`src/rtl/pipe_pkg.sv`:
```
// pipe_pkg
//   Shared definitions for the pipe_stage_chain block:
//     - legal bounds for the STAGES parameter
//     - default payload width
//     - stage_ctrl_e: per-stage register control encoding
//       (LOAD from the previous stage, HOLD current contents,
//        BUBBLE = load an empty slot, KILL = squash to empty)
package pipe_pkg;

  localparam int STAGES_MIN     = 2;
  localparam int STAGES_MAX     = 8;
  localparam int DATA_W_DEFAULT = 32;

  typedef enum logic [1:0] {
    CTRL_LOAD   = 2'd0,
    CTRL_HOLD   = 2'd1,
    CTRL_BUBBLE = 2'd2,
    CTRL_KILL   = 2'd3
  } stage_ctrl_e;

endpackage

```
`src/rtl/pipe_stage_reg.sv`:
```
// pipe_stage_reg
//   One pipeline slot: a valid bit plus a DATA_W payload, updated each
//   rising edge according to a stage_ctrl_e command.
//
// Ports
//   clk          rising-edge clock
//   clr          synchronous active-high clear (valid and payload to 0)
//   ctrl_i       LOAD / HOLD / BUBBLE / KILL for this slot
//   prev_valid_i valid bit offered by the younger neighbour (or input)
//   prev_data_i  payload offered by the younger neighbour (or input)
//   valid_o      registered valid bit
//   data_o       registered payload
module pipe_stage_reg
  import pipe_pkg::*;
#(
  parameter int DATA_W = DATA_W_DEFAULT
) (
  input  logic              clk,
  input  logic              clr,
  input  stage_ctrl_e       ctrl_i,
  input  logic              prev_valid_i,
  input  logic [DATA_W-1:0] prev_data_i,
  output logic              valid_o,
  output logic [DATA_W-1:0] data_o
);

  logic              valid_q, valid_d;
  logic [DATA_W-1:0] data_q, data_d;

  always_comb begin
    valid_d = 1'b0;
    data_d  = '0;
    case (ctrl_i)
      CTRL_LOAD: begin
        valid_d = prev_valid_i;
        data_d  = prev_data_i;
      end
      CTRL_HOLD: begin
        valid_d = valid_q;
        data_d  = data_q;
      end
      // Bubbles and kills both leave an empty slot with a zero payload.
      CTRL_BUBBLE, CTRL_KILL: begin
        valid_d = 1'b0;
        data_d  = '0;
      end
      default: begin
        valid_d = 1'b0;
        data_d  = '0;
      end
    endcase
  end

  // payload is cleared by clr as well, so a cleared chain never exposes stale data
  always_ff @(posedge clk) begin
    if (clr) begin
      valid_q <= 1'b0;
      data_q  <= '0;
    end else begin
      valid_q <= valid_d;
      data_q  <= data_d;
    end
  end

  assign valid_o = valid_q;
  assign data_o  = data_q;

endmodule

```
`src/rtl/pipe_stage_chain.sv`:
```
// pipe_stage_chain
//   Linear chain of STAGES valid+payload registers with per-stage stall
//   and flush. Stage 0 is the youngest, stage STAGES-1 the oldest.
//   A stall on stage k holds k and every younger stage; a flush on
//   stage k squashes k and every younger stage. Flush wins over stall
//   on any stage it covers, so a stall bit inside a flushed region is
//   ignored (no hold, no bubble) while a stall on an older, unflushed
//   stage still holds those older stages.
//
// Optional feature (macro PIPE_PERF_CNT_EN):
//   adds saturating counters bubble_cnt (cycles with a bubble inserted)
//   and kill_cnt (valid stages squashed). Absent when undefined.
//
// Ports
//   clk          rising-edge clock
//   clr          synchronous active-high clear of stages and counters
//   in_valid     payload offered to stage 0
//   in_data      payload
//   in_ready     stage 0 accepts this cycle (not held)
//   stall        bit k holds stage k and younger
//   flush        bit k kills stage k and younger
//   stage_valid  registered valid bit per stage
//   stage_data   registered payloads, stage k at [k*DATA_W +: DATA_W]
//   out_valid    oldest stage retires this cycle
//   out_data     oldest stage payload
//   bubble_cnt   (PIPE_PERF_CNT_EN) bubble-insertion cycle count
//   kill_cnt     (PIPE_PERF_CNT_EN) killed valid stage count
module pipe_stage_chain
  import pipe_pkg::*;
#(
  parameter int DATA_W = DATA_W_DEFAULT,
  parameter int STAGES = 4,
  parameter int CNT_W  = 32
) (
  input  logic                     clk,
  input  logic                     clr,
  input  logic                     in_valid,
  input  logic [DATA_W-1:0]        in_data,
  output logic                     in_ready,
  input  logic [STAGES-1:0]        stall,
  input  logic [STAGES-1:0]        flush,
  output logic [STAGES-1:0]        stage_valid,
  output logic [STAGES*DATA_W-1:0] stage_data,
  output logic                     out_valid,
`ifdef PIPE_PERF_CNT_EN
  output logic [CNT_W-1:0]         bubble_cnt,
  output logic [CNT_W-1:0]         kill_cnt,
`endif
  output logic [DATA_W-1:0]        out_data
);

  logic [STAGES-1:0] hold;
  logic [STAGES-1:0] kill;
  stage_ctrl_e       ctrl   [STAGES];
  logic              v_p    [STAGES];
  logic [DATA_W-1:0] d_p    [STAGES];

  // Suffix-OR from the oldest stage down. A stall bit only contributes
  // when its stage is not killed, so flush dominates stall.
  always_comb begin
    logic acc_k;
    logic acc_h;
    acc_k = 1'b0;
    acc_h = 1'b0;
    kill  = '0;
    hold  = '0;
    for (int j = STAGES - 1; j >= 0; j--) begin
      acc_k   = acc_k | flush[j];
      kill[j] = acc_k;
      acc_h   = acc_h | (stall[j] & ~acc_k);
      hold[j] = acc_h;
    end
  end

  // ---- stage registers ----
  for (genvar g = 0; g < STAGES; g++) begin : g_stage
    logic              prev_v;
    logic [DATA_W-1:0] prev_d;

    if (g == 0) begin : g_first
      assign prev_v  = in_valid;
      assign prev_d  = in_data;
      assign ctrl[g] = kill[g] ? CTRL_KILL :
                       hold[g] ? CTRL_HOLD : CTRL_LOAD;
    end else begin : g_rest
      assign prev_v  = v_p[g-1];
      assign prev_d  = d_p[g-1];
      // held younger neighbour + free-running self => insert a bubble
      assign ctrl[g] = kill[g]   ? CTRL_KILL   :
                       hold[g]   ? CTRL_HOLD   :
                       hold[g-1] ? CTRL_BUBBLE : CTRL_LOAD;
    end

    pipe_stage_reg #(
      .DATA_W(DATA_W)
    ) u_reg (
      .clk         (clk),
      .clr         (clr),
      .ctrl_i      (ctrl[g]),
      .prev_valid_i(prev_v),
      .prev_data_i (prev_d),
      .valid_o     (v_p[g]),
      .data_o      (d_p[g])
    );

    assign stage_valid[g]                   = v_p[g];
    assign stage_data[g*DATA_W +: DATA_W]   = d_p[g];
  end

  // ---- chain boundaries ----
  assign in_ready  = ~hold[0];
  assign out_valid = v_p[STAGES-1] & ~hold[STAGES-1];
  assign out_data  = d_p[STAGES-1];

`ifdef PIPE_PERF_CNT_EN
  localparam int KC_W = $clog2(STAGES + 1);

  logic [CNT_W-1:0] bubble_cnt_q, bubble_cnt_d;
  logic [CNT_W-1:0] kill_cnt_q, kill_cnt_d;
  logic             bubble_any;
  logic [KC_W-1:0]  kill_num;

  function automatic logic [CNT_W-1:0] sat_add(input logic [CNT_W-1:0] a,
                                               input logic [CNT_W-1:0] b);
    logic [CNT_W:0] s;
    s = {1'b0, a} + {1'b0, b};
    return s[CNT_W] ? {CNT_W{1'b1}} : s[CNT_W-1:0];
  endfunction

  always_comb begin
    bubble_any = 1'b0;
    kill_num   = '0;
    for (int j = 0; j < STAGES; j++) begin
      bubble_any = bubble_any | (ctrl[j] == CTRL_BUBBLE);
      kill_num   = kill_num + KC_W'(kill[j] & v_p[j]);
    end
    bubble_cnt_d = sat_add(bubble_cnt_q, CNT_W'(bubble_any));
    kill_cnt_d   = sat_add(kill_cnt_q, CNT_W'(kill_num));
  end

  // ---- performance counters ----
  always_ff @(posedge clk) begin
    if (clr) begin
      bubble_cnt_q <= '0;
      kill_cnt_q   <= '0;
    end else begin
      bubble_cnt_q <= bubble_cnt_d;
      kill_cnt_q   <= kill_cnt_d;
    end
  end

  assign bubble_cnt = bubble_cnt_q;
  assign kill_cnt   = kill_cnt_q;
`endif

endmodule

```
`config.mk`:
```
export PLATFORM = sky130hd
export DESIGN_NAME = pipe_stage_chain
export DESIGN_NICKNAME = d
export VERILOG_FILES = /design/src/rtl/pipe_pkg.sv /design/src/rtl/pipe_stage_reg.sv /design/src/rtl/pipe_stage_chain.sv
export SDC_FILE = /design/constraint.sdc
export NUM_CORES = 1
export LEC_CHECK = 0
export CAP_MARGIN = 20
export CELL_PAD_IN_SITES_DETAIL_PLACEMENT = 1
export CELL_PAD_IN_SITES_GLOBAL_PLACEMENT = 2
export CORE_MARGIN = 4
export CORE_UTILIZATION = 24
export DETAILED_ROUTE_END_ITERATION = 8
export MAX_ROUTING_LAYER = met4
export PLACE_DENSITY = 0.8
export SYNTH_ARGS = -nofsm -noshare
export SYNTH_HDL_FRONTEND = slang
export SYNTH_SLANG_ARGS = --single-unit
```
`constraint.sdc`:
```
create_clock -name clk -period 1.6 [get_ports clk]
set_input_delay 0.16 -clock clk [delete_from_list [all_inputs] [get_ports clk]]
set_output_delay 0.16 -clock clk [all_outputs]
set_load 0.02 [all_outputs]
```
After elaboration in Yosys (flattened, before gate mapping)
Index checks and enable logic that the tools add are counted.
{"block": "op_classes", "n_lt_le_gt_ge": 0, "bitwise": 17, "shift": 0, "reduce_logical": 8, "muxes": 19, "n_mul": 0, "add_sub_neg": 0, "div": 0, "n_eq_ne": 12}
{"operator": "$pmux W32 S2", "n": 4}
{"operator": "$mux W2", "n": 10}
{"operator": "$eq A2 B2 Y1 const B", "n": 8}
{"operator": "$eq A2 B1 Y1 const B", "n": 4}
{"operator": "$logic_not A2 Y1", "n": 4}
{"operator": "$pmux W1 S2", "n": 4}
{"operator": "$reduce_or A2 Y1", "n": 4}
{"operator": "$not A1 Y1", "n": 6}
{"operator": "$or A1 B1 Y1", "n": 6}
{"operator": "$and A1 B1 Y1", "n": 5}
{"operator": "$mux W1", "n": 1}
{"block": "totals", "inputBits": 43, "output_inout_bits": 166, "n_memories": 0, "latch_bits": 0, "reg_bits": 132, "ramBits": 0, "rom_bits": 0}

Depth between registers and ports, before layout
{"block": "logic_depth", "ltp_word": 12, "ltp_mapped": 7, "depth_no_buf": 4}

Modules after synthesis
A second synthesis with hierarchy kept.
{"block": "hier_totals", "cells_unflattened": 486, "hier_area_um2": 5260.0}
{"module": "pipe_stage_reg", "cells_each": 108, "seq_area_each_um2": 660.6, "instances": 4, "area_each_um2": 1218.7}
{"module": "pipe_stage_chain", "cells_each": 54, "seq_area_each_um2": 0.0, "instances": 1, "area_each_um2": 385.4}

Least setup slack after synthesis
Ideal clock, no wire load.
{"block": "synth_path", "path_kind": "input to register", "from": "input port flush[3]", "to": "register g_stage[0].u_reg.data_q[7]", "stages": 7, "setup_time_ps": 87, "slack_ps": 158, "t_arrival_ps": 1355, "path_buffers": 3, "required_ps": 1513, "cell_sequence": "buf_2 > nor4_4 > and2b_1 > buf_4 > buf_4 > o211ai_1 > o31ai_1"}
{"block": "synth_via", "elab_chain_cells": 11, "elab_cells_between_ends": 22, "cone_classes": "eq/ne: 3; mux: 3; bitwise: 14; reduce/logical: 2"}
{"element": "from (decl)", "line": "pipe_stage_chain.sv:41", "rtl": "input logic [STAGES-1:0] flush,"}
{"element": "$or A1 B1 Y1", "line": "pipe_stage_chain.sv:68", "rtl": "acc_k = acc_k | flush[j];"}
{"element": "$not A1 Y1 or $or A1 B1 Y1 (tied branches)", "line": "pipe_stage_chain.sv:70, pipe_stage_chain.sv:68"}
{"element": "$and A1 B1 Y1, or another cell as far along", "line": "pipe_stage_chain.sv:70", "rtl": "acc_h = acc_h | (stall[j] & ~acc_k);"}
{"element": "$or A1 B1 Y1, or another cell as far along", "line": "pipe_stage_chain.sv:70"}
{"element": "$or A1 B1 Y1 or $and A1 B1 Y1 (tied branches)", "line": "pipe_stage_chain.sv:70"}
{"element": "$or A1 B1 Y1", "line": "pipe_stage_chain.sv:70"}
{"element": "$mux W1", "line": "pipe_stage_chain.sv:84", "rtl": "hold[g] ? CTRL_HOLD : CTRL_LOAD;"}
{"element": "$mux W2 (*)", "line": "pipe_stage_chain.sv:83", "rtl": "assign ctrl[g] = kill[g] ? CTRL_KILL :"}
{"element": "$eq A2 B2 Y1", "line": "pipe_stage_reg.sv:33", "rtl": "case (ctrl_i)"}
{"element": "$reduce_or A2 Y1", "line": "pipe_stage_reg.sv:33"}
{"element": "$pmux W32 S2", "line": "pipe_stage_reg.sv:33"}
{"element": "to (signal assigned)", "line": "pipe_stage_reg.sv:61", "rtl": "data_q <= data_d;"}
{"element": "to (decl)", "line": "pipe_stage_reg.sv:28", "rtl": "logic [DATA_W-1:0] data_q, data_d;"}
Every way passes the cells marked *; elsewhere a longest branch is shown, timed or not.
A chain may end at the register's enable or synchronous reset.

Worst setup path in the final report
{"block": "layout_path", "from": "register g_stage[0].u_reg.data_q[29]", "to": "output port stage_data[29]"}
{"element": "to (decl)", "line": "pipe_stage_chain.sv:43", "rtl": "output logic [STAGES*DATA_W-1:0] stage_data,"}
No word-level cell between the ends.

==> impl_metrics.yaml <==
worst_hold_path:
  whs_path_depth: 3
  hold_path.class: "primary input to flop"
worst_setup_path:
  worstPathCellList: "clkdlybuf4s50_1"
  crit_cells: 1
  worstPathArrival_ns: 1.41
  cp_max_fo: 3
  critical-path-top-delay-family: "buffers and inverters"
  cp_slowest_cell: "clkdlybuf4s50_1"
  cp_num_buf_inv: 1
  critPathLaunchType: "flop"
  path_class: "flop to output pin"
  required_ns: 1.44
  worst-r2r-cell-count: 3
  endpoint_kind: "output pin"
  slowest_delay_ns: 0.63
grt:
  antenna_found_initial: 0
  grt_pass1_wl_microns: 29600
  grt.overflow.total: 0
  grt_use_total: 0.163
  grt_pass1_vias: 5052
  grt_max_degree: 68
logic_synthesis:
  avgSynthCellArea_sq_um: 8.83
  yosysUniqueCellTypes: 27
  yosys-top-cells-count: "dfxtp_1, nor2_1, nand2_1, a22oi_1, buf_4"
  syn-num-nets: 614
  synth.cell_area_sq_um: 5040
  synth.most_common_cell: "dfxtp_1"
  syn_inst: 571
  synth_top_cell_area_share: 0.524
  async_reset_ff_frac: 0
  synth_edf_count: 0
  synth_ff_type: "dfxtp_1"
  yosysSeqAreaShare: 0.524
  synth.largest_area_cell: "dfxtp_1"
  synth_warnings: 0
  synth_seq_cells: 132
  synthTopCellsByArea: "dfxtp_1, a22oi_1, buf_4"
timing:
  setup_tns_ns: 0
  max_freq_mhz: 637
  setup_viol: 0
  slew_headroom: 0.565
  clock_skew_ns: 0.00634
  fin_ws_ns: 0.0313
  period_minus_slack_ns: 1.57
  fin_crit_sh: 0.980
  tightest_slew_ns: 0.652
  hold_viol: 0
  slew_viol_final: 0
status:
  status: "complete, no violations"
layout:
  nets: 781
  post-route-util: 0.389
  seq_area_sq_um: 2640
  num_antenna_cells: 0
  final_area_sq_um: 7950
  final_layout_size_suffix_gt1_frac: 0.0959
  fill_cells: 2349
  multiInputGateArea_sq_um: 1940
  synthToLayoutAreaGrowth_pct: 57.6
die:
  die_h_microns: 153
  rows: 52
  start_util: 0.247
  dieArea_sq_um: 23400
  core_sq_um: 20400
  die_w_microns: 153
  ios: 209
power_and_ir_drop:
  power_uw: 7560
  leakagePower_uw: 0.00388
  power.density_nw_per_um2: 951
  vdd_drop_max_v: 0.000633
route:
  top_layer_used: "met4"
  drt_iter0_markers: 255
  drc_errors: 0
  met1Wirelength_microns: 8780
  wire_per_inst_microns: 19.0
  vias_per_cell: 4.76
  vias: 4862
  dr.pass1.iters: 6
  dr_wl_met3_microns: 712
  wirelength_microns: 19400
  ant_nets: 0
  wl_met2_microns: 9210
clocking:
  root_buffer: "clkbuf_16"
  clock_latency_ns: 0.41
  cts_buffers: 17
  cts_sinks: 132
  clk_path_buf_depth: 2
  cts_tree: "done"
  cts_max_level: 4
  path_clk_slew_ns: 0.06
placement:
  port_buffers: 208
  gp_congestion: 0.797
  place_area_sq_um: 7260
  dp_slack_ns: -0.569
  dp_hpwl_microns: 13900
flow_run:
  cap_violations: 0
## cell usage in the layout, fill, tap and decap left out, types with 2 or more instances in the layout
cell type	instances
buf_4	23
nor2_1	67
nand3_1	33
o21ai_1	16
dlymetal6s2s_1	51
a22oi_1	62
clkdlybuf4s50_1	88
clkbuf_16	17
mux2i_1	4
nor3_2	2
nand4_1	16
o211ai_1	17
bufinv_16	2
clkbuf_8	4
buf_12	5
clkbuf_1	2
dfxtp_1	132
buf_6	2
o21ai_0	33
clkinv_2	5
o31ai_1	17
dlygate4sd2_1	66
nor2b_1	2
nand2_1	67
## sequential cells by signal, indices dropped and copies added, names as in the netlist
signal	count
g_stage.u_reg.data_o	128
g_stage.u_reg.valid_o	4
## final timing paths
kind	from	to	slack, ns
worst min-delay path	in_data[0]	g_stage[0].u_reg.data_o[0]$_SDFFE_PP0P_	0.31
worst max register to register	g_stage[1].u_reg.data_o[13]$_SDFFE_PP0P_	g_stage[2].u_reg.data_o[13]$_SDFFE_PP0P_	0.78
worst max-delay path	g_stage[0].u_reg.data_o[29]$_SDFFE_PP0P_	stage_data[29]	0.03
worst min register to register	g_stage[0].u_reg.data_o[27]$_SDFFE_PP0P_	g_stage[0].u_reg.data_o[27]$_SDFFE_PP0P_	0.48
## per-layer routing
layer | vias to the layer above | global-route usage
met5 | - | -
li1 | 2317 | -
met1 | 2354 | 0.206
met4 | 0 | 0.0738
met2 | 150 | 0.255
met3 | 41 | 0.0291
## metrics by stage
stage          hold slack [ns]  instances
2_1_floorplan            0.299        571
3_3_place_gp             0.461        987
3_5_place_dp             0.474        987
4_1_cts                  0.287       1021
5_1_grt                  0.308       1021
6_report                 0.308       1021
## cell families after synthesis
group / share of synthesized area
and+or+nand+nor: 0.170
AOI/OAI and AO/OA: 0.197
DFF: 0.524
buffers and inverters: 0.101
muxes: 0.00794
## what timing repair did
action / CTS / global route
hold buffers: 0 / 0
cloned: 1 / 0
setup buffers: 2 / 0
pin swaps: 3 / 1
resized for setup: 80 / 52
endpoints found under the setup margin: 98 / 89
## layout make-up
type                       instances  share of cell area
multi-input combinational        348               0.244
tap                              270              0.0425
timing repair buffer             238               0.306
inverter                           1            0.000472
clock inverter                     9              0.0127
sequential                       132               0.332
clock buffer                      23              0.0614
## power by group
part | switching (uW) | internal [uW] | total (uW) | leakage [uW]
combinational | 246 | 173 | 419 | 0.00252
sequential | 5.57 | 3290 | 3300 | 0.00106
clock | 1390 | 2450 | 3840 | 0.000293
(Power assumes the default switching activity.)
